$ cat src/rtl/univ_shift_reg.sv
// Universal shift register with hold/load/shift/rotate/clear ops
// and an FSM-driven autonomous serial burst of up to 2**CW-1 shifts.
`timescale 1ns/1ps
module univ_shift_reg #(
  parameter int WIDTH = 8,
  parameter logic [WIDTH-1:0] RST_VAL = '0,
  parameter int CW = 4
) (
  input  logic             clk,
  input  logic             rst,
  input  logic             en,
  input  logic [2:0]       mode,
  input  logic [WIDTH-1:0] d,
  input  logic             sin,
  input  logic             start,
  input  logic [CW-1:0]    cnt,
  input  logic             dir,
  output logic [WIDTH-1:0] q,
  output logic             sout,
  output logic             busy,
  output logic             done
);

  typedef enum logic [1:0] {
    IDLE  = 2'd0,
    SHIFT = 2'd1,
    DONE  = 2'd2
  } state_t;

  state_t           state_q, state_d;
  logic [WIDTH-1:0] q_q, q_d;
  logic             dir_q, dir_d;
  logic [CW-1:0]    rem_q, rem_d;

  always_ff @(posedge clk) begin
    if (rst) begin
      state_q <= IDLE;
    end else begin
      state_q <= state_d;
    end
  end

  always_comb begin
    state_d = state_q;
    if (en) begin
      unique case (state_q)
        IDLE: begin
          if (start) begin
            state_d = (cnt != '0) ? SHIFT : DONE;
          end
        end
        SHIFT: begin
          // rem_q==0 here is unreachable; treat it as the last shift
          if (rem_q <= CW'(1)) begin
            state_d = DONE;
          end
        end
        DONE:    state_d = IDLE;
        default: state_d = IDLE;
      endcase
    end
  end

  always_comb begin
    busy = (state_q == SHIFT);
    done = (state_q == DONE) && en;
    sout = dir_q ? q_q[0] : q_q[WIDTH-1];
  end

  always_ff @(posedge clk) begin
    if (rst) begin
      q_q   <= RST_VAL;
      dir_q <= 1'b0;
      rem_q <= '0;
    end else begin
      q_q   <= q_d;
      dir_q <= dir_d;
      rem_q <= rem_d;
    end
  end

  always_comb begin
    q_d   = q_q;
    dir_d = dir_q;
    rem_d = rem_q;
    if (en) begin
      unique case (state_q)
        IDLE: begin
          if (start) begin
            dir_d = dir;
            rem_d = cnt;
          end else begin
            unique case (mode)
              3'b001: q_d = d;
              3'b010: begin
                q_d   = {q_q[WIDTH-2:0], sin};
                dir_d = 1'b0;
              end
              3'b011: begin
                q_d   = {sin, q_q[WIDTH-1:1]};
                dir_d = 1'b1;
              end
              3'b100: begin
                q_d   = {q_q[WIDTH-2:0], q_q[WIDTH-1]};
                dir_d = 1'b0;
              end
              3'b101: begin
                q_d   = {q_q[0], q_q[WIDTH-1:1]};
                dir_d = 1'b1;
              end
              3'b110:  q_d = '0;
              default: q_d = q_q;
            endcase
          end
        end
        SHIFT: begin
          q_d = dir_q ? {sin, q_q[WIDTH-1:1]}
                      : {q_q[WIDTH-2:0], sin};
          if (rem_q != '0) begin
            rem_d = rem_q - CW'(1);
          end
        end
        default: ;
      endcase
    end
  end

  assign q = q_q;

endmodule

$ cat config.mk
export PLATFORM = sky130hd
export DESIGN_NAME = univ_shift_reg
export DESIGN_NICKNAME = d
export VERILOG_FILES = /design/src/rtl/univ_shift_reg.sv
export SDC_FILE = /design/constraint.sdc
export NUM_CORES = 1
export LEC_CHECK = 0
export BUFFER_PORTS_ARGS = -buffer_cell sky130_fd_sc_hd__clkbuf_2
export CAP_MARGIN = 5
export CELL_PAD_IN_SITES_DETAIL_PLACEMENT = 1
export CELL_PAD_IN_SITES_GLOBAL_PLACEMENT = 2
export CORE_ASPECT_RATIO = 1.25
export CORE_MARGIN = 4
export CORE_UTILIZATION = 30
export CTS_CLUSTER_SIZE = 8
export DETAILED_ROUTE_END_ITERATION = 8
export PLACE_DENSITY_LB_ADDON = 0.1
export SKIP_CTS_REPAIR_TIMING = 1
export SYNTH_ARGS = -nofsm -noshare
export SYNTH_HDL_FRONTEND = slang
export SYNTH_SLANG_ARGS = --single-unit
$ cat constraint.sdc
create_clock -name clk -period 2.6 [get_ports clk]
set_clock_uncertainty 0.2 [all_clocks]
set_input_delay 0.13 -clock clk [delete_from_list [all_inputs] [get_ports clk]]
set_output_delay 0.13 -clock clk [all_outputs]
set_load 0.005 [all_outputs]
==> results list <==
- Syn nets: 173
- 0 antenna diodes ended up in the layout.
- IR Drop Worst-Case VDD: 208.4 µV
* Initial antenna violation count: 0
- Final Instance Count excl. Fillers: 230
* Reg2reg end: rem_q[0]$_SDFFE_PP0P_
* Aggregate global-route resource usage: 14.03%
* Number of nets with antenna violations after routing: 0
* Placed wire-length estimate after detailed placement: 2645 µm
* Global route overflow: 0
- Post-synthesis instance area: 1235 µm²
- Effective utilization at floorplan: 31.84%
* Type of the worst setup path: reg2reg
* Clock tree from TritonCTS: built
- Clk buf depth: 2
- Biggest fanout along the worst timing path: 6
* Total power divided by cell area: 476.0 nW/µm²
* CTS Sinks: 15
- The startpoint identified for the worst register-to-register timing path is rem_q[0]$_SDFFE_PP0P_.
- For this run, the detailed router's first-pass iteration total came to 4.
- Source of the critical timing path: rem_q[0]$_SDFFE_PP0P_
* Net count of the finished layout: 200
- Die height: 79.74 µm
- Weighted congestion at the end of routability-driven global placement: 0.7165
- First-pass GRT wire length: 5796 µm
* Die Outline Area: 5213 µm²
- Min-Delay Path Class: in2reg
- Of the synthesized area, sequential elements account for 24.32%.
- Setup repair after global routing left no endpoint under its margin.
- Max-slew headroom at the worst pin: 50.22%
- The worst setup path is launched from a flop.
* H-tree Lvls: 1
- Maximum number of pins on one net before global-route repair: 22
* Share of final-layout standard cells stronger than drive strength 1: 27.27%
- Hold Fails Final Rpt: 0
* Drt wl/cell: 15.42 µm
- Placed instance count: 225
- Post-Synthesis Cells: 150
- Vias after detailed routing: 1235
- Based on the critical path, the design can be clocked at up to 500.8 MHz.
- In this run, the number of DRC markers left after iteration 0 of detailed routing was 74.
- The number of clock buffers added by TritonCTS is 3.
- Number of standard-cell rows in the floorplan: 25
- Counting flops and latches in the post-synthesis netlist gives 15.
- Area delta synth->final: 16.92%
* Worst Tran Pin Value: 0.7414 ns
- Result of the run: finished clean
- Crit path capture: rem_q[0]$_SDFFE_PP0P_
- Worst R2R Path Depth: 6
- Measured along the x axis, the die boundary spans 65.39 µm.
* Clock-pin slew on the worst setup and hold paths: 0.06 ns
- IO buf count: 31
- Endpoint type of the worst setup path: flop
- At the worst endpoint, the arrival time is 1.91 ns.
* Post-detailed-routing wire length: 3546 µm
* Core box area: 3879 µm²
- The number of slew-limit violations in the final report came to 0.
* Reg2reg setup slack: 0.60 ns
- The worst path needs 1.997 ns of the cycle, external delays included.
- Count of synthesis-stage warnings from yosys: 0
* Count of distinct cell types in the synthesized netlist: 43
- DRC violations left: 0
* Clock tree root driver cell: sky130_fd_sc_hd__clkbuf_8
- Worst endpoint required time: 2.52 ns
- Latest clock arrival within the worst-skew pair: 0.24 ns
- Summed over all failing endpoints, the final setup total negative slack is 0 ns.
- Setup violations remaining at the end of the flow were counted as 0.
* Max Cap Violations: 0
* Number of global-route vias before repair: 1217
- Summed over all cells, the static leakage comes to 0.5778 nW.
- Mean instance size in the synthesized netlist: 8.233 µm²
- Count of pins on the block boundary: 32
- Part of the cycle the worst path needs: 76.80%
- Ratio of routed vias to standard cells: 5.370
sequential cells by signal, summed over array words and instances (netlist names):
register  flops
q             8
state_q       2
dir_q         1
rem_q         4
report_power, final:
part | switching (W) | internal [W] | total (W) | leakage [nW]
logic | 0.000117 | 0.0000963 | 0.000213 | 0.432
registers | 0.0000347 | 0.000249 | 0.000284 | 0.123
clock network | 0.0000819 | 0.000108 | 0.000190 | 0.0228
total | 0.000233 | 0.000454 | 0.000687 | 0.578
worst min-delay path by stage:
| stage | startpoint | endpoint | slack (ns) | cells past startpoint |
|---|---|---|---|---|
| after floorplan | rst | q[6]$_SDFFE_PP0P_ | 0.04 | 1 |
| final | d[4] | q[4]$_SDFFE_PP0P_ | 0.006 | 3 |
| after detailed placement | cnt[0] | rem_q[0]$_SDFFE_PP0P_ | 0.23 | 3 |
| after CTS | cnt[0] | rem_q[0]$_SDFFE_PP0P_ | -0.03 | 3 |
| after global routing | d[1] | q[1]$_SDFFE_PP0P_ | 0.007 | 3 |
| after global placement | cnt[0] | rem_q[0]$_SDFFE_PP0P_ | 0.21 | 3 |
metrics by stage:
step	hold WS (ns)	area (µm²)	power, W	util (%)	worst slack [ns]
2_1_floorplan	0.03577	1235	0.0004403	-	0.7883
3_3_place_gp	0.2076	1389	0.0004974	35.81	0.6743
3_5_place_dp	0.2298	1389	0.0005046	35.81	0.5991
4_1_cts	-0.03394	1434	0.0007006	36.97	0.5881
5_1_grt	0.007078	1444	0.0007429	37.23	0.4754
6_report	0.005587	1444	0.0006873	37.23	0.6033
critical path, cell delays in order (launching register included):
cell,delay (ns)
sky130_fd_sc_hd__dfxtp_1,0.40
sky130_fd_sc_hd__inv_1,0.06
sky130_fd_sc_hd__ha_1,0.22
sky130_fd_sc_hd__nor2b_1,0.15
sky130_fd_sc_hd__a311oi_2,0.49
sky130_fd_sc_hd__mux2i_1,0.25
sky130_fd_sc_hd__a21oi_1,0.08
synth_stat cells, drive strengths merged:
| cell type | n | area share (%) |
|---|---|---|
| mux2 | 3 | 2.7 |
| dfxtp | 15 | 24 |
| a311oi | 3 | 2.6 |
| o31a | 1 | 0.71 |
| o211a | 1 | 0.81 |
| buf | 6 | 4.7 |
| or4 | 2 | 1.5 |
| a311o | 1 | 0.81 |
| a211o | 1 | 0.71 |
| nand2b | 4 | 2.0 |
| o41ai | 7 | 5.0 |
| nor2 | 12 | 3.6 |
| a21o | 1 | 0.61 |
| a221oi | 2 | 2.4 |
| o2111ai | 1 | 2.1 |
| a221o | 1 | 0.81 |
| inv | 9 | 2.7 |
| o211ai | 2 | 1.2 |
| nand2 | 8 | 2.4 |
| o31ai | 3 | 1.8 |
| o21ai | 9 | 3.6 |
| nor3b | 2 | 1.2 |
| or2 | 2 | 1.0 |
| clkbuf | 5 | 1.5 |
| nor2b | 8 | 4.1 |
| a211oi | 6 | 3.6 |
| mux2i | 7 | 5.7 |
| ha | 2 | 2.0 |
| nand3 | 3 | 1.2 |
| xnor2 | 1 | 0.71 |
| a21oi | 13 | 5.9 |
| a31oi | 3 | 2.0 |
| nand3b | 6 | 3.6 |
layout make-up:
type / instances / area [µm²]
clock buffer: 4 / 45.04
timing repair buffer: 33 / 172.7
tap: 54 / 67.56
fill: 509 / 2435
inverter: 9 / 33.78
multi-input combinational: 115 / 824.5
sequential: 15 / 300.3
placed cells by master (no fill, tap or decap), types with 4 or more instances in the layout:
cell	count
sky130_fd_sc_hd__nand3b_1	6
sky130_fd_sc_hd__mux2i_1	7
sky130_fd_sc_hd__a211oi_1	6
sky130_fd_sc_hd__a21oi_1	11
sky130_fd_sc_hd__o41ai_1	7
sky130_fd_sc_hd__nor2b_1	8
sky130_fd_sc_hd__clkbuf_2	31
sky130_fd_sc_hd__nor2_1	12
sky130_fd_sc_hd__inv_1	8
sky130_fd_sc_hd__nand2b_1	4
sky130_fd_sc_hd__o21ai_0	8
sky130_fd_sc_hd__nand2_1	8
sky130_fd_sc_hd__dfxtp_1	15
metal layers:
layer | global-route usage [%] | vias to the layer above | share of wire (%)
met4 | 3.734 | 0 | 0.79
li1 | - | 614 | -
met3 | 1.549 | 4 | 3.4
met1 | 17.70 | 594 | 45
met2 | 24.92 | 23 | 51
met5 | 0 | - | 0
logic make-up after synthesis:
logic type      count (synthesis)  share of synthesized area [%]
mux                            10                          8.409
fa+ha+maj                       2                          2.026
buf+inv                        20                          8.915
flops                          15                          24.32
simple gates                   47                          20.77
xor+xnor                        1                         0.7093
compound gates                 55                          34.85
(Power assumes the default switching activity.)
